==> src/rtl/vga_capture_pkg.sv <==
// Shared constants, stage payload type and the NES RGB888 palette for the VGA capture path.
package vga_capture_pkg;

   localparam int unsigned H_START_DEF = 64;
   localparam int unsigned H_WIDTH_DEF = 512;
   localparam int unsigned V_LINES_DEF = 480;
   localparam int unsigned NES_W       = 256;
   localparam int unsigned NES_H       = 240;
   localparam int unsigned CNT_W       = 10;
   localparam int unsigned AGE_W       = 11;
   localparam int unsigned CRD_W       = 9;
   localparam int unsigned IDX_W       = 6;
   localparam int unsigned RGB_W       = 24;
   localparam int unsigned PAL_N       = 64;

   localparam logic [IDX_W-1:0] NOMATCH_IDX = 6'h0D;

   // Stage-1 sample handed to the palette lookup stage
   typedef struct packed {
      logic             valid;
      logic [CRD_W-1:0] hcnt;
      logic [CRD_W-1:0] vcnt;
      logic [RGB_W-1:0] rgb;
   } pix_t;

   // NES palette, same table the scan-out path drives onto the VGA pins
   function automatic logic [RGB_W-1:0] nes_rgb(input logic [IDX_W-1:0] idx);
      logic [RGB_W-1:0] c;
      case (idx)
         6'h00: c = 24'h7C7C7C;  6'h01: c = 24'h0000FC;  6'h02: c = 24'h0000BC;  6'h03: c = 24'h4428BC;
         6'h04: c = 24'h940084;  6'h05: c = 24'hA80020;  6'h06: c = 24'hA81000;  6'h07: c = 24'h881400;
         6'h08: c = 24'h503000;  6'h09: c = 24'h007800;  6'h0A: c = 24'h006800;  6'h0B: c = 24'h005800;
         6'h0C: c = 24'h004058;  6'h0D: c = 24'h000000;  6'h0E: c = 24'h000000;  6'h0F: c = 24'h000000;
         6'h10: c = 24'hBCBCBC;  6'h11: c = 24'h0078F8;  6'h12: c = 24'h0058F8;  6'h13: c = 24'h6844FC;
         6'h14: c = 24'hD800CC;  6'h15: c = 24'hE40058;  6'h16: c = 24'hF83800;  6'h17: c = 24'hE45C10;
         6'h18: c = 24'hAC7C00;  6'h19: c = 24'h00B800;  6'h1A: c = 24'h00A800;  6'h1B: c = 24'h00A844;
         6'h1C: c = 24'h008888;  6'h1D: c = 24'h000000;  6'h1E: c = 24'h000000;  6'h1F: c = 24'h000000;
         6'h20: c = 24'hF8F8F8;  6'h21: c = 24'h3CBCFC;  6'h22: c = 24'h6888FC;  6'h23: c = 24'h9878F8;
         6'h24: c = 24'hF878F8;  6'h25: c = 24'hF85898;  6'h26: c = 24'hF87858;  6'h27: c = 24'hFCA044;
         6'h28: c = 24'hF8B800;  6'h29: c = 24'hB8F818;  6'h2A: c = 24'h58D854;  6'h2B: c = 24'h58F898;
         6'h2C: c = 24'h00E8D8;  6'h2D: c = 24'h787878;  6'h2E: c = 24'h000000;  6'h2F: c = 24'h000000;
         6'h30: c = 24'hFCFCFC;  6'h31: c = 24'hA4E4FC;  6'h32: c = 24'hB8B8F8;  6'h33: c = 24'hD8B8F8;
         6'h34: c = 24'hF8B8F8;  6'h35: c = 24'hF8A4C0;  6'h36: c = 24'hF0D0B0;  6'h37: c = 24'hFCE0A8;
         6'h38: c = 24'hF8D878;  6'h39: c = 24'hD8F878;  6'h3A: c = 24'hB8F8B8;  6'h3B: c = 24'hB8F8D8;
         6'h3C: c = 24'h00FCFC;  6'h3D: c = 24'hF8D8F8;  6'h3E: c = 24'h000000;  default: c = 24'h000000;
      endcase
      return c;
   endfunction

endpackage

==> src/rtl/vga_capture_if.sv <==
// VGA input bundle and NES pixel stream output of the frame grabber.
interface vga_capture_if;
   import vga_capture_pkg::*;

   logic             I_HSYNC;
   logic             I_VSYNC;
   logic             I_BLANK;
   logic [7:0]       I_RED;
   logic [7:0]       I_GREEN;
   logic [7:0]       I_BLUE;
   logic [IDX_W-1:0] O_COLOR;
   logic [CRD_W-1:0] O_HCNT;
   logic [CRD_W-1:0] O_VCNT;
   logic             O_VALID;
   logic             O_NOMATCH;
   logic             O_FRAME_START;

   // Video source side
   modport master (
      output I_HSYNC, I_VSYNC, I_BLANK, I_RED, I_GREEN, I_BLUE,
      input  O_COLOR, O_HCNT, O_VCNT, O_VALID, O_NOMATCH, O_FRAME_START
   );

   // Capture side
   modport slave (
      input  I_HSYNC, I_VSYNC, I_BLANK, I_RED, I_GREEN, I_BLUE,
      output O_COLOR, O_HCNT, O_VCNT, O_VALID, O_NOMATCH, O_FRAME_START
   );

endinterface

==> src/rtl/vga_capture_palette_rev.sv <==
// Reverse palette lookup: exact RGB888 match to a 6-bit NES index, registered.
module nes_palette_rev
   import vga_capture_pkg::*;
(
   input  logic             clk_i,
   input  logic             rst_ni,
   input  logic [RGB_W-1:0] rgb_i,
   output logic [IDX_W-1:0] color_o,
   output logic             nomatch_o
);

   logic [IDX_W-1:0] color_d, color_q;
   logic             nomatch_d, nomatch_q;

   // Scan high to low so the lowest matching index is the one that sticks
   always_comb begin
      color_d   = NOMATCH_IDX;
      nomatch_d = 1'b1;
      for (int i = int'(PAL_N) - 1; i >= 0; i--) begin
         if (rgb_i == nes_rgb(6'(i))) begin
            color_d   = 6'(i);
            nomatch_d = 1'b0;
         end
      end
   end

   // Output register
   always_ff @(posedge clk_i or negedge rst_ni) begin
      if (!rst_ni) begin
         color_q   <= '0;
         nomatch_q <= 1'b0;
      end else begin
         color_q   <= color_d;
         nomatch_q <= nomatch_d;
      end
   end

   assign color_o   = color_q;
   assign nomatch_o = nomatch_q;

endmodule

==> src/rtl/vga_capture.sv <==
// VGA frame grabber: sync tracking, 2x2 decimation of the picture window, reverse palette map.
module vga_capture
   import vga_capture_pkg::*;
#(
   parameter int unsigned H_START  = H_START_DEF,
   parameter int unsigned H_WIDTH  = H_WIDTH_DEF,
   parameter int unsigned V_LINES  = V_LINES_DEF,
   parameter bit          SYNC_ACT = 1'b0
) (
   input  logic          I_CLK,
   input  logic          I_RESET_N,
   vga_capture_if.slave  vif
);

   // Registered inputs; sync kept as "active" flags so polarity is handled once
   logic             hs_act_q, hs_act_d1_q;
   logic             vs_act_q, vs_act_d1_q;
   logic             blank_q, blank_d1_q;
   logic [RGB_W-1:0] rgb_q;

   logic [CNT_W-1:0] x_q, x_d, x_cur, x_off;
   logic [CNT_W-1:0] y_q, y_d;
   logic [AGE_W-1:0] hs_age_q, hs_age_d;
   logic             armed_q, armed_d;
   logic             hs_edge, vs_edge, blank_rise, in_win;

   pix_t             st1_d, st1_q;
   logic             valid_q, frame_start_q;
   logic [CRD_W-1:0] hcnt_q, vcnt_q;

   // Input sampling; sync flags reset to "active" so a held sync gives no false edge
   always_ff @(posedge I_CLK or negedge I_RESET_N) begin
      if (!I_RESET_N) begin
         hs_act_q    <= 1'b1;
         hs_act_d1_q <= 1'b1;
         vs_act_q    <= 1'b1;
         vs_act_d1_q <= 1'b1;
         blank_q     <= 1'b1;
         blank_d1_q  <= 1'b1;
         rgb_q       <= '0;
      end else begin
         hs_act_q    <= (vif.I_HSYNC == SYNC_ACT);
         hs_act_d1_q <= hs_act_q;
         vs_act_q    <= (vif.I_VSYNC == SYNC_ACT);
         vs_act_d1_q <= vs_act_q;
         blank_q     <= vif.I_BLANK;
         blank_d1_q  <= blank_q;
         rgb_q       <= {vif.I_RED, vif.I_GREEN, vif.I_BLUE};
      end
   end

   // Edge detect, x/y counters, HSYNC lock age, arming and stage-1 capture decision
   always_comb begin
      hs_edge    = hs_act_q & ~hs_act_d1_q;
      vs_edge    = vs_act_q & ~vs_act_d1_q;
      blank_rise = blank_q & ~blank_d1_q;

      x_cur = blank_d1_q ? '0 : ((x_q == '1) ? x_q : x_q + 10'd1);
      x_d   = blank_q ? x_q : x_cur;

      y_d = y_q;
      if (vs_edge)
         y_d = '0;
      else if (blank_rise && (y_q != '1))
         y_d = y_q + 10'd1;

      hs_age_d = hs_edge ? '0 : ((hs_age_q == '1) ? hs_age_q : hs_age_q + 11'd1);

      // Arm only if HSYNC toggled within the last 1024 cycles
      armed_d = armed_q;
      if (vs_edge)
         armed_d = hs_edge || (hs_age_q <= 11'd1023);

      x_off  = x_cur - 10'(H_START);
      in_win = armed_q && !blank_q
               && (x_cur >= 10'(H_START)) && (x_cur < 10'(H_START + H_WIDTH))
               && !x_off[0]
               && (y_q < 10'(V_LINES)) && !y_q[0];

      st1_d       = '0;
      st1_d.valid = in_win;
      st1_d.hcnt  = 9'(x_off >> 1);
      st1_d.vcnt  = 9'(y_q >> 1);
      st1_d.rgb   = rgb_q;
   end

   // Counter, arming and stage-1 state
   always_ff @(posedge I_CLK or negedge I_RESET_N) begin
      if (!I_RESET_N) begin
         x_q      <= '0;
         y_q      <= '0;
         hs_age_q <= '1;
         armed_q  <= 1'b0;
         st1_q    <= '0;
      end else begin
         x_q      <= x_d;
         y_q      <= y_d;
         hs_age_q <= hs_age_d;
         armed_q  <= armed_d;
         st1_q    <= st1_d;
      end
   end

   // Stage 2: coordinates and strobe travel alongside the palette lookup
   always_ff @(posedge I_CLK or negedge I_RESET_N) begin
      if (!I_RESET_N) begin
         valid_q       <= 1'b0;
         hcnt_q        <= '0;
         vcnt_q        <= '0;
         frame_start_q <= 1'b0;
      end else begin
         valid_q       <= st1_q.valid;
         hcnt_q        <= st1_q.hcnt;
         vcnt_q        <= st1_q.vcnt;
         frame_start_q <= vs_edge;
      end
   end

   nes_palette_rev u_pal (
      .clk_i     (I_CLK),
      .rst_ni    (I_RESET_N),
      .rgb_i     (st1_q.rgb),
      .color_o   (vif.O_COLOR),
      .nomatch_o (vif.O_NOMATCH)
   );

   assign vif.O_VALID       = valid_q;
   assign vif.O_HCNT        = hcnt_q;
   assign vif.O_VCNT        = vcnt_q;
   assign vif.O_FRAME_START = frame_start_q;

endmodule

==> src/flat_wrapper.sv <==
// flat-port wrapper written by rule: the top's interface ports become plain ports
module vga_capture_flat import vga_capture_pkg::*;
#(
   parameter int unsigned H_START  = H_START_DEF,
   parameter int unsigned H_WIDTH  = H_WIDTH_DEF,
   parameter int unsigned V_LINES  = V_LINES_DEF,
   parameter bit          SYNC_ACT = 1'b0
)
  (I_CLK, I_RESET_N, vif_I_HSYNC, vif_I_VSYNC, vif_I_BLANK, vif_I_RED, vif_I_GREEN, vif_I_BLUE, vif_O_COLOR, vif_O_HCNT, vif_O_VCNT, vif_O_VALID, vif_O_NOMATCH, vif_O_FRAME_START);
  vga_capture_if vif_i ();
  input  logic I_CLK;
  input  logic I_RESET_N;
  input wire logic [$bits(vif_i.I_HSYNC)-1:0] vif_I_HSYNC;
  input wire logic [$bits(vif_i.I_VSYNC)-1:0] vif_I_VSYNC;
  input wire logic [$bits(vif_i.I_BLANK)-1:0] vif_I_BLANK;
  input wire logic [$bits(vif_i.I_RED)-1:0] vif_I_RED;
  input wire logic [$bits(vif_i.I_GREEN)-1:0] vif_I_GREEN;
  input wire logic [$bits(vif_i.I_BLUE)-1:0] vif_I_BLUE;
  output wire logic [$bits(vif_i.O_COLOR)-1:0] vif_O_COLOR;
  output wire logic [$bits(vif_i.O_HCNT)-1:0] vif_O_HCNT;
  output wire logic [$bits(vif_i.O_VCNT)-1:0] vif_O_VCNT;
  output wire logic [$bits(vif_i.O_VALID)-1:0] vif_O_VALID;
  output wire logic [$bits(vif_i.O_NOMATCH)-1:0] vif_O_NOMATCH;
  output wire logic [$bits(vif_i.O_FRAME_START)-1:0] vif_O_FRAME_START;
  assign vif_i.I_HSYNC = vif_I_HSYNC;
  assign vif_i.I_VSYNC = vif_I_VSYNC;
  assign vif_i.I_BLANK = vif_I_BLANK;
  assign vif_i.I_RED = vif_I_RED;
  assign vif_i.I_GREEN = vif_I_GREEN;
  assign vif_i.I_BLUE = vif_I_BLUE;
  assign vif_O_COLOR = vif_i.O_COLOR;
  assign vif_O_HCNT = vif_i.O_HCNT;
  assign vif_O_VCNT = vif_i.O_VCNT;
  assign vif_O_VALID = vif_i.O_VALID;
  assign vif_O_NOMATCH = vif_i.O_NOMATCH;
  assign vif_O_FRAME_START = vif_i.O_FRAME_START;
  vga_capture #(.H_START(H_START), .H_WIDTH(H_WIDTH), .V_LINES(V_LINES), .SYNC_ACT(SYNC_ACT)) u_core (.I_CLK(I_CLK), .I_RESET_N(I_RESET_N), .vif(vif_i));
endmodule
==> config.mk <==
export PLATFORM = sky130hd
export DESIGN_NAME = vga_capture_flat
export DESIGN_NICKNAME = d
export VERILOG_FILES = /design/src/rtl/vga_capture_pkg.sv /design/src/rtl/vga_capture_if.sv /design/src/rtl/vga_capture_palette_rev.sv /design/src/rtl/vga_capture.sv /design/src/flat_wrapper.sv
export SDC_FILE = /design/constraint.sdc
export NUM_CORES = 1
export LEC_CHECK = 0
export ABC_AREA = 1
export CAP_MARGIN = 20
export CORE_MARGIN = 3
export CORE_UTILIZATION = 56
export CTS_CLUSTER_SIZE = 24
export DETAILED_ROUTE_END_ITERATION = 10
export PLACE_DENSITY = 0.78
export SYNTH_ARGS = -nofsm -noshare
export SYNTH_HDL_FRONTEND = slang
export SYNTH_HIERARCHICAL = 1
export SYNTH_SLANG_ARGS = --single-unit
export TNS_END_PERCENT = 5
==> constraint.sdc <==
create_clock -name I_CLK -period 2.3 [get_ports I_CLK]
set_input_delay 0.23 -clock I_CLK [delete_from_list [all_inputs] [get_ports I_CLK]]
set_output_delay 0.23 -clock I_CLK [all_outputs]
set_load 0.005 [all_outputs]
Word-level counts from Yosys, hierarchy flattened
Index checks and enable logic that the tools add are counted.
{"block": "classes", "n_mux": 116, "reduce_logical": 13, "addsub": 4, "bitwise_logic": 8, "n_lt_le_gt_ge": 4, "eq_ne": 58}
{"operator": "24-bit equality test, second input constant", "n": 31}
{"operator": "6-bit two-way mux", "n": 55}
{"operator": "24-bit by 23-bit equality test with 1-bit output, second input constant", "n": 8}
{"operator": "24-bit by 15-bit equality test with 1-bit output, second input constant", "n": 6}
{"operator": "24-bit by 16-bit equality test with 1-bit output, second input constant", "n": 6}
{"operator": "1-bit two-way mux", "n": 55}
{"operator": "24-bit by 8-bit equality test with 1-bit output, second input constant", "n": 2}
{"operator": "10-bit two-way mux", "n": 4}
{"operator": "24-bit by 22-bit equality test with 1-bit output, second input constant", "n": 1}
{"operator": "24-bit zero test", "n": 1}
{"operator": "11-bit two-way mux", "n": 2}
{"operator": "10-bit by 1-bit adder with 10-bit output, second input constant", "n": 2}
{"operator": "11-bit by 1-bit adder with 11-bit output, second input constant", "n": 1}
{"operator": "11-bit equality test, second input constant", "n": 1}
{"operator": "11-bit by 10-bit less-or-equal comparator with 1-bit output, second input constant", "n": 1}
{"operator": "10-bit equality test, second input constant", "n": 1}
{"operator": "10-bit by 7-bit greater-or-equal comparator with 1-bit output, second input constant", "n": 1}
{"operator": "10-bit less-than comparator, second input constant", "n": 1}
{"operator": "10-bit by 9-bit less-than comparator with 1-bit output, second input constant", "n": 1}
{"operator": "10-bit inequality test, second input constant", "n": 1}
{"operator": "10-bit by 7-bit subtractor with 10-bit output, second input constant", "n": 1}
{"operator": "1-bit logical AND", "n": 7}
{"operator": "1-bit inverter", "n": 5}
{"operator": "1-bit bitwise AND", "n": 3}
{"operator": "4 further kinds", "n": 6}
{"block": "totals", "output_inout_bits": 27, "reg_bits": 132}

Depth between registers and ports, before layout
Gate-level depths: netlist of the first run.
{"block": "depth", "ltp_word": 56, "mapped_depth": 18, "depth_no_buf": 18}

Cells and area by module
The synthesis of the first run kept the hierarchy.
{"mod": "vga_capture", "area_per_inst_um2": 4401.7, "cells_per_inst": 363, "instances": 1}
{"mod": "nes_palette_rev", "area_per_inst_um2": 1595.3, "cells_per_inst": 309, "instances": 1}

Least setup slack after synthesis of the first run
No wires, ideal clock.
{"block": "synth_timing", "kind": "register to register", "start": "register u_core/st1_q[17] (netlist name)", "end": "register u_core.u_pal.color_q[0] (netlist: u_core/u_pal/color_o[0])", "setup_slack_ns": 0.465, "path_stages_with_launch": 17, "t_required_ns": 2.185, "n_path_buf": 0, "setup_time_ns": 0.115, "arrival_time_ns": 1.720, "cell_sequence": "dfrtp_1 > nor2_1 > nand3_2 > nor2_2 > nand4_1 > nor2_1 > nor3_2 > nand4_1 > nor2_1 > nand4_1 > nor2_1 > nand4_1 > nor2_1 > nand4_1 > nor2_1 > nand4_1 > nor2_1"}
{"block": "synth_via", "elab_chain_cells": 55, "word_cells_on_any_way": 108}
{"element": "from (decl)", "line_no": "vga_capture.sv:27", "source": "pix_t st1_d, st1_q;"}
{"element": "from (signal assigned)", "line_no": "vga_capture.sv:100", "source": "st1_q <= st1_d;"}
{"element": "24-bit by 16-bit equality test with 1-bit output", "line_no": "vga_capture_palette_rev.sv:20", "source": "if (rgb_i == nes_rgb(6'(i))) begin"}
{"element": "6-bit two-way mux (53 in series)", "line_no": "vga_capture_palette_rev.sv:20"}
{"element": "6-bit two-way mux *", "line_no": "vga_capture_palette_rev.sv:20"}
{"element": "net u_core.u_pal.color_d[0]", "line_no": "vga_capture_palette_rev.sv:12", "source": "logic [IDX_W-1:0] color_d, color_q;"}
{"element": "to (signal assigned)", "line_no": "vga_capture_palette_rev.sv:33", "source": "color_q <= color_d;"}
{"element": "to (decl)", "line_no": "vga_capture_palette_rev.sv:12"}
The timed path passes the listed nets; every way through them passes the cells marked *.
A chain may end at the register's enable or synchronous reset.

Worst setup path after layout of the first run
{"block": "layout_timing", "start": "register u_core/st1_q[1] (netlist name)", "end": "register u_core.u_pal.color_q[0] (netlist: u_core/u_pal/color_o[0])"}
Same word-level chain as after synthesis.

==> impl_metrics.ini, run 1 <==
[outcome]
status = finished, violations left
violations = negative setup slack

[synthesis]
synthesis.instances = 672
synth_top_area_cell = dfrtp_1
syn-cell-area_sq_um = 5997
synthArstFlopShare_pct = 100.0
synth_edf_count = 0
netlist_top_cells_area = dfrtp_1, dfstp_2, nand2_1
yosysSeqAreaShare_pct = 55.44
yosys_warnings = 6
synth_seq_cells = 132
yosysMostFrequentCell = nand2_1
synth_top_area_share_pct = 47.99
synth_cell_types = 46
ys.flop_type = dfrtp_1
postSynthNetCount = 706
syn_area_per_cell_sq_um = 8.924
netlist_top_cells_count = nand2_1, dfrtp_1, nor2_1, inv_1, nand3_1

[timing]
slew_headroom_pct = 61.35
fin_crit_sh_pct = 103.0
worst_pin_slew_ps = 574.5
rsz0062_at_grt = yes
max_freq_mhz = 422.1
hold_violations = 0
final.setup_skew_ps = 7.372
worst_slack_ps = -69.13
setup_viol = 1
fin_crit_ps = 2369
report.final.slew_viol_count = 0

[finish]
num_antenna_cells = 0
num-fill-cells = 690
syn_to_final_growth_pct = 25.75
layout-drive-gt1-share_pct = 19.64
fin_nets = 805
utilization_pct = 72.72
multi_input_area_sq_um = 2278
seqCellArea_sq_um = 3328
fin_cells = 920
stdcell_area_sq_um = 7541

[setup_path]
cp_slowest_cell = dfrtp_1
crit_family = simple AND/OR/NAND/NOR gates
worstPathMaxFanout = 5
required_ps = 2720
worst-path-buf-inv = 2
cpPeakStageDelay_ps = 380
crit_top_cell = nor2_1
crit_path_end_kind = flop
path_cells = nor2_2 -> nand3_4 -> nor2_1 -> inv_1 -> nor2_1 -> inv_1 -> o21ai_0 -> nor2_1 -> nand4_1 -> nor2_1 -> nand4_1 -> nor2_1 -> nand4_1 -> nor2_1
crit_type = reg2reg
critPathLaunchType = flop
cp.arrival_ps = 2790

[power_and_ir_drop]
powerDensity_nw_per_um2 = 750.4
p_comb_share_pct = 7.3
p_sw_share_pct = 25.29
switchingPower_mw = 1.431
power_frac_clock_pct = 46.9
seq_power_share_pct = 45.8
p_leak_nw = 3.516
irDropWorstVdd_mv = 0.9342
p_total_mw = 5.658
internal_power_mw = 4.228

[global_routing]
grt_pass1_wl_um = 28370
grt_overflow_total = 0
antenna_found_initial = 0
grt_usage_pct = 31.70
grt_pass1_vias = 5610
grt_max_degree = 42

[run]
maxCapViolCount = 0

[drt]
wire_per_inst_um = 19.21
dr.pass1.iters = 5
vias = 5454
drt-initial-drc-count = 468
drcViolationCount = 0
routed_via_density = 5.928
ant_nets = 0
postRouteWirelength_um = 17680

[placement]
place_area_sq_um = 6925
pre_cts_ws_ps = -34.77
hpwl_um = 12240
portBuffers = 55
gp_congestion = 1.014
place_inst = 887

[die]
fp.dieH_um = 109.5
design.core.area_sq_um = 10370
die_x_um = 109.5
start_util_pct = 57.83
dieArea_sq_um = 11990
io_pins = 56
num_rows = 37

[clocking]
cts_root_buf = clkbuf_8
cts_tree = done
cts_made_buffers = 17
clk_pin_slew_ps = 60
htree_num_levels = 4
numClockSinks = 132
cts_buffer_depth = 2
clock_latency_ps = 520

[min_path]
hold_class = in2reg
-- cells in the final DEF (no fill, tap or decap), types with 2 or more instances in the layout --
cell,count
clkinv_2,2
nor3_2,3
xor2_1,2
nor2_2,15
buf_4,27
nand3_2,8
clkbuf_8,2
clkinv_4,3
nand2_1,116
nor4_1,8
xnor2_1,3
dfrtp_1,112
clkinvlp_4,2
clkdlybuf4s50_1,54
buf_12,2
nor2_1,91
nand2_2,12
a31oi_1,4
clkbuf_16,16
nor4_2,2
a21oi_1,13
bufinv_16,2
nand3_1,42
o31ai_1,4
o21a_1,2
nor2_4,4
dfrtp_2,3
inv_1,84
nand3_4,3
a21oi_2,2
dfstp_2,17
ha_1,5
a311oi_1,3
nand4_1,29
inv_2,19
o21ai_1,4
nor3_1,25
inv_6,3
o21ai_0,18
-- registers in the layout (all words and copies together), names as in the netlist, 6 cells and up --
signal and count:
u_core/st1_q 43, u_core/u_pal/color_o 6, u_core/y_q 10, u_core/vif.O_VCNT 9
u_core/vif.O_HCNT 9, u_core/x_q 10, u_core/hs_age_q 11, u_core/rgb_q 24
-- worst paths after layout --
check | to | slack [ps] | cells after the start | startpoint
worst max-delay path | u_core/u_pal/color_o[0] | -70 | 14 | u_core/st1_q[1]
worst min-delay path | u_core/blank_q | 120 | 1 | vif_I_BLANK
worst max register to register | u_core/u_pal/color_o[0] | -70 | 14 | u_core/st1_q[1]
worst min register to register | u_core/vif.O_VCNT[0] | 350 | 0 | u_core/st1_q[24]
max in group asynchronous | u_core/blank_q | 1380 | 3 | I_RESET_N
min in group asynchronous | u_core/rgb_q[23] | 230 | 2 | I_RESET_N
-- what timing repair did --
| action | in CTS | in global routing |
|---|---|---|
| buffers inserted | 0 | 0 |
| pin swaps | 0 | 1 |
| resized for setup | 1 | 9 |
| setup endpoints to repair | 1 | 4 |
| hold endpoints to repair | 36 | 0 |
| hold buffers | 1 | 0 |
-- routing by layer --
metal  global-route usage (%)  routed length (um)
met4                    18.43                1044
met2                    53.14                8797
met1                    36.53                6430
met3                    8.514                1403
met5                        0                   0
-- stage by stage --
stage               hold slack, ps  setup TNS, ps
detailed placement           251.2         -34.77
floorplan                   -65.59              0
global placement             230.4         -70.05
CTS                          110.4              0
global route                 110.6         -216.8
finish                       124.4         -69.13
-- kinds of logic (layout without fill, tap and decap cells) --
logic type               Yosys count  count (layout)  share of synthesized area (%)
adder cells (fa/ha/maj)            5               5                          1.043
AND/OR/NAND/NOR                  366             366                          30.23
flip-flops                       132             132                          55.44
buffers and inverters            108             220                          6.927
XOR/XNOR                           5               5                         0.7304
AO/OA/AOI/OAI                     56              56                          5.633
-- cell type report --
cell class / count / area share (%)
Sequential cell: 132 / 44.13
Multi-Input combinational cell: 432 / 30.21
Timing Repair Buffer: 84 / 10.52
Clock buffer: 19 / 5.724
Inverter: 104 / 5.177
Tap cell: 136 / 2.257
Clock inverter: 13 / 1.974
-- power by group through the flow --
stage | Clock, mW | Sequential [mW] | Combinational [mW]
after global routing | 2.79 | 2.61 | 0.456
after floorplan | 0 | 2.58 | 0.197
after detailed placement | 0 | 2.62 | 0.391
after CTS | 2.68 | 2.59 | 0.408
final | 2.65 | 2.59 | 0.414
after global placement | 0 | 2.61 | 0.373
-- worst reg2reg max path: cells and delay by family (launching register included) --
kind	cells	cell delay, ps
flip-flops	1	380
buffers and inverters	2	230
AO/OA/AOI/OAI	1	220
AND/OR/NAND/NOR	11	1420
No activity file was read; power rests on OpenSTA's default activity.
==> inputs of run 2 (changes only) <==
--- a/config.mk
+++ b/config.mk
@@ -9,6 +9,7 @@
 export CAP_MARGIN = 20
 export CORE_MARGIN = 3
 export CORE_UTILIZATION = 56
+export CTS_BUF_LIST = sky130_fd_sc_hd__clkbuf_8
 export CTS_CLUSTER_SIZE = 24
 export DETAILED_ROUTE_END_ITERATION = 10
 export PLACE_DENSITY = 0.78
==> run 2 against run 1 <==
The flow now finishes without violations. Cell count increased by 0.33%. Core utilization shrank 1.2 points. Count of clock-buffer cells in the layout is 1 lower. Setup slack gained 100 ps. Clock power shrank 26%. Sequential cell count is the same. Sequential power is essentially flat. Critical path depth rose by 3. Maximum frequency grew 4.5%. Critical path type unchanged. Largest cell class unchanged.
==> impl_metrics.ini, run 2 (synthesis gave the netlist of run 1 again) <==
[outcome]
status = completed

[timing]
fin_crit_sh_pct = 98.60
report.final.slew_viol_count = 0
rsz0062_at_grt = yes
final.setup_skew_ps = 11.48
worst_pin_slew_ps = 561.1
max_freq_mhz = 440.9
hold_violations = 0
setup_viol = 0
slew_headroom_pct = 62.25
fin_crit_ps = 2268

[drt]
routed_via_density = 5.823
drcViolationCount = 0
dr.pass1.iters = 5
ant_nets = 0
drt-initial-drc-count = 511
postRouteWirelength_um = 17130
vias = 5375
wire_per_inst_um = 18.56

[finish]
layout_commonest_cell = nand2_1
num_antenna_cells = 0
utilization_pct = 71.51
fin_nets = 808
layout_common_cells = nand2_1, dfrtp_1, nor2_1
largest-register = u_core/st1_q
layout-drive-gt1-share_pct = 20.08
largest_reg_flops = 43
syn_to_final_growth_pct = 23.66
top_regs = u_core/st1_q (43), u_core/rgb_q (24), u_core/hs_age_q (11)

[clocking]
cts_made_buffers = 17
cts_tree = done
clk_pin_slew_ps = 80
htree_num_levels = 4
cts_root_buf = clkbuf_8
numClockSinks = 132
cts_buffer_depth = 2
clock_latency_ps = 440

[global_routing]
grt_max_degree = 42
grt_pass1_vias = 5588
use_met1_pct = 34.46
grt-busiest-layer = met2
grt_overflow_total = 0
grtUsageMet2_pct = 51.70
use_met3_pct = 8.573
grt_pass1_wl_um = 27540
antenna_found_initial = 0
grt_usage_pct = 30.64

[setup_path]
crit_type = reg2reg
cpPeakStageDelay_ps = 440
path_cells = nand2_2 -> inv_2 -> nand2_1 -> nor2_1 -> nand4_1 -> nand4_1 -> nor3_2 -> nand4_1 -> nor2_1 -> nand4_1 -> nor2_1 -> nand4_1 -> nor2_1 -> nand4_1 -> nor2_1 -> nand4_1 -> nor2_1
critPathLaunchType = flop
r2r-start = u_core/st1_q[21]
required_ps = 2680
reg2reg_depth = 17
cp_slowest_cell = dfrtp_1
crit_path_end_kind = flop
crit_top_cell = nand4_1
cp.arrival_ps = 2640
r2r_slack_ps = 30
r2r-end = u_core/u_pal/color_o[0]
worstPathMaxFanout = 5

[die]
design.core.area_sq_um = 10370
fp.dieH_um = 109.5
dieArea_sq_um = 11990
io_pins = 56
die_x_um = 109.5
num_rows = 37
start_util_pct = 57.83

[power_and_ir_drop]
p_leak_nw = 3.459
irDropWorstVdd_mv = 0.8356
p_total_mw = 4.946
powerDensity_nw_per_um2 = 666.9

[min_path]
min_path_cells = 1
min_to = u_core/blank_q
hold_start = vif_I_BLANK
hold_class = in2reg

[placement]
gp_congestion = 1.014
hpwl_um = 12240
portBuffers = 55

[run]
maxCapViolCount = 0
## run 2: cell count changes in the layout (fill, tap and decap cells not counted), moves of 2 or more
cell / previous run / this run
buf_4: 27 / 29
clkbuf_16: 16 / 0
clkbuf_8: 2 / 18
inv_1: 84 / 86
## run 2: final cells by class
class                      instances  area [sq um]
timing repair buffer              87         828.3
multi-input combinational        432          2300
fill                             732          2954
tap                              136         170.2
inverter                         104         390.4
clock inverter                    14         152.6
clock buffer                      18         247.7
sequential                       132          3327
## run 2: power by group
part	switching (mW)	leakage [nW]	total [mW]	internal, mW
Clock	0.948	0.203	1.95	1.00
Combinational	0.239	1.67	0.410	0.171
Sequential	0.113	1.59	2.58	2.47
## run 2: what timing repair did
action / 4_1_cts / 5_1_grt
endpoints found under the setup margin: 1 / 5
endpoints found under the hold margin: 36 / 0
pin swaps: 0 / 2
setup buffers: 0 / 3
gates cloned: 0 / 0
hold buffers: 1 / 0
gates resized for setup: 1 / 11
## run 2: worst max-delay path: cells and delay by family, from the launching register on
family / cells / cell delay [ps]
and+or+nand+nor: 16 / 1720
DFF: 1 / 440
buffers and inverters: 1 / 30
## run 2: worst max-delay path by stage
stage	startpoint	end	slack [ps]	cells past startpoint
finish	u_core/st1_q[21]	u_core/u_pal/color_o[0]	30	17
global placement	u_core/st1_q[17]	u_core/u_pal/color_o[0]	-70	14
floorplan	u_core/st1_q[17]	u_core/u_pal/color_o[0]	460	16
global route	u_core/st1_q[21]	u_core/u_pal/color_o[0]	-160	15
detailed placement	u_core/st1_q[17]	u_core/u_pal/color_o[0]	-30	14
CTS	u_core/st1_q[17]	u_core/u_pal/color_o[0]	50	14
## run 2: layer usage
| metal | routed length [um] | share of wire (%) | up-vias |
|---|---|---|---|
| li1 | - | - | 2392 |
| met1 | 6199 | 36 | 2578 |
| met2 | 8589 | 50 | 310 |
| met3 | 1307 | 7.6 | 95 |
| met4 | 1035 | 6.0 | 0 |
| met5 | 0 | 0 | - |
## run 2: metrics by stage
| step | setup TNS, ps | setup WS [ps] | instances | hold WS (ps) | instance area, sq um |
|---|---|---|---|---|---|
| 2_1_floorplan | 0 | 464.7 | 672 | -65.59 | 5997 |
| 3_3_place_gp | -70.05 | -70.05 | 887 | 230.4 | 6925 |
| 3_5_place_dp | -34.77 | -34.77 | 887 | 251.2 | 6925 |
| 4_1_cts | 0 | 53.00 | 920 | 188.9 | 7341 |
| 5_1_grt | -181.5 | -163.1 | 923 | 188.7 | 7416 |
| 6_report | 0 | 32.14 | 923 | 205.7 | 7416 |
==> inputs of run 3 (changes only) <==
==> constraint.sdc (replaced) <==
create_clock -name I_CLK -period 2.1 [get_ports I_CLK]
set_input_delay 0.21 -clock I_CLK [delete_from_list [all_inputs] [get_ports I_CLK]]
set_output_delay 0.21 -clock I_CLK [all_outputs]
set_load 0.005 [all_outputs]
==> run 3 against run 2 <==
Largest power group unchanged. Sequential power is 9.3% higher. Power up 14%. Count of clock-buffer cells in the layout unchanged. First-iteration DRC count fell by 20%. Core utilization grew 3.6 points. Wire length increased by 1.7%. Non-clock buffer count grew 40. Worst hold slack got worse by 33 ps. Clock skew decreased by 1.2 ps. Global-route usage rose by 0.20 points. The run now ends with negative setup slack left. Clock power up 19%. Register-to-register slack lost 110 ps. Highest routed layer unchanged.
==> impl_metrics.ini, run 3 (synthesis gave the netlist of run 1 again) <==
[outcome]
status = finished, violations left
violations = negative setup slack

[die]
die_x_um = 109.5
io_pins = 56
start_util_pct = 57.83
fp.dieH_um = 109.5
design.core.area_sq_um = 10370
num_rows = 37
dieArea_sq_um = 11990

[finish]
largest-register = u_core/st1_q
fin_nets = 848
top_regs = u_core/st1_q (43), u_core/rgb_q (24), u_core/hs_age_q (11)
largest_reg_flops = 43
num_antenna_cells = 0
layout_commonest_cell = nand2_1
layout-drive-gt1-share_pct = 25.88
layout_common_cells = nand2_1, dfrtp_1, nor2_1
syn_to_final_growth_pct = 29.96

[power_and_ir_drop]
power_frac_clock_pct = 41.3
p_comb_share_pct = 8.7
seq_power_share_pct = 50.0
powerDensity_nw_per_um2 = 724.4
irDropWorstVdd_mv = 0.6464
p_sw_share_pct = 26.29
internal_power_mw = 4.162
switchingPower_mw = 1.484
p_leak_nw = 3.676
p_total_mw = 5.646

[global_routing]
antenna_found_initial = 0
grt_overflow_total = 0
grt_max_degree = 42
grt_usage_pct = 30.84
grt_pass1_vias = 5508
grt_pass1_wl_um = 27630

[drt]
drcViolationCount = 0
routed_via_density = 5.704
dr.pass1.iters = 6
postRouteWirelength_um = 17430
ant_nets = 0
wire_per_inst_um = 18.10
drt-initial-drc-count = 410
vias = 5493

[min_path]
hold_class = in2reg
min_path_cells = 1
min_to = u_core/blank_q
hold_start = vif_I_BLANK

[placement]
pre_cts_ws_ps = -90.63
portBuffers = 55
gp_congestion = 1.027
hpwl_um = 12650

[setup_path]
crit_path_end_kind = flop
path_cells = nand2_2 -> inv_2 -> nand2_1 -> nor2_2 -> inv_1 -> nor2_1 -> nor3_2 -> nand4_1 -> nor2_1 -> nand4_1 -> nor2_2 -> nand4_1 -> nor2_1 -> nand4_1 -> nor2_1 -> nand4_1 -> nor2_1
cp_slowest_cell = dfrtp_1
r2r_slack_ps = -80
r2r-end = u_core/u_pal/color_o[0]
crit_start = u_core/st1_q[7]
critPathLaunchType = flop
reg2reg_depth = 17
cp.arrival_ps = 2550
r2r-start = u_core/st1_q[7]
worstPathMaxFanout = 4
crit_type = reg2reg
required_ps = 2470
cpPeakStageDelay_ps = 440

[timing]
worst_slack_ps = -80.39
fin_crit_sh_pct = 103.8
fin_crit_ps = 2180
rsz0062_at_grt = yes
whs_ps = 172.8
hold_violations = 0
worst_pin_slew_ps = 590.0
final.setup_skew_ps = 10.33
report.final.slew_viol_count = 0
slew_headroom_pct = 60.30
max_freq_mhz = 458.6
setup_viol = 4

[clocking]
cts_made_buffers = 17
htree_num_levels = 4
clock_latency_ps = 440
numClockSinks = 132
cts_root_buf = clkbuf_8
clk_pin_slew_ps = 80
cts_tree = done
cts_buffer_depth = 2

[run]
maxCapViolCount = 0
-- run 3: cell types whose count changed in the layout (fill, tap and decap cells not counted), sizes merged --
| cell | delta |
|---|---|
| bufinv | +1 |
| clkinv | -3 |
| buf | +40 |
| inv | +2 |
-- run 3: area by class of cell --
class | instances | area (sq um)
flip-flops and latches | 132 | 3331
fillers | 699 | 2576
multi-input cells | 432 | 2362
repair buffers | 127 | 1104
inverters | 104 | 390.4
clock buffers | 18 | 247.7
clock inverters | 14 | 188.9
well taps | 136 | 170.2
-- run 3: routing by layer --
layer | track usage (%) | part of all wire (%) | vias to the layer above
met4 | 18.88 | 6.5 | 0
met5 | 0 | 0 | -
met2 | 51.92 | 50 | 315
li1 | - | - | 2474
met3 | 6.870 | 6.8 | 95
met1 | 35.85 | 36 | 2609
-- run 3: power by group through the flow --
| stage | Combinational [mW] | Sequential, mW | Clock (mW) |
|---|---|---|---|
| floorplan | 0.216 | 2.83 | 0 |
| global placement | 0.443 | 2.85 | 0 |
| detailed placement | 0.462 | 2.86 | 0 |
| CTS | 0.476 | 2.82 | 2.38 |
| global route | 0.547 | 2.84 | 2.51 |
| finish | 0.490 | 2.82 | 2.33 |
-- run 3: worst max path at each step --
stage               slack (ps)  cells after the start                       to
global route              -330                     15  u_core/u_pal/color_o[0]
global placement          -180                     16  u_core/u_pal/color_o[0]
finish                     -80                     17  u_core/u_pal/color_o[0]
floorplan                  260                     16  u_core/u_pal/color_o[0]
CTS                        -20                     15  u_core/u_pal/color_o[0]
detailed placement         -90                     16  u_core/u_pal/color_o[0]
-- run 3: worst max-delay path: cells and delay by family, from the launching register on --
family / cells / cell delay (ps)
buffers and inverters: 2 / 130
flip-flops: 1 / 440
AND/OR/NAND/NOR: 15 / 1520
-- run 3: timing repair --
action	4_1_cts	5_1_grt
hold buffers	1	0
pin swaps	5	5
endpoints found under the setup margin	1	8
buffers inserted	3	3
gates resized for setup	7	24
hold endpoints to repair	28	0
-- run 3: metrics by stage --
step	TNS (ps)	instance area (sq um)	cells	util [%]
CTS	-24.13	7677	960	74.03
detailed placement	-90.63	7191	924	69.34
floorplan	0	5997	672	-
finish	-218.7	7794	963	75.16
global route	-934.8	7794	963	75.16
global placement	-228.0	7191	924	69.34
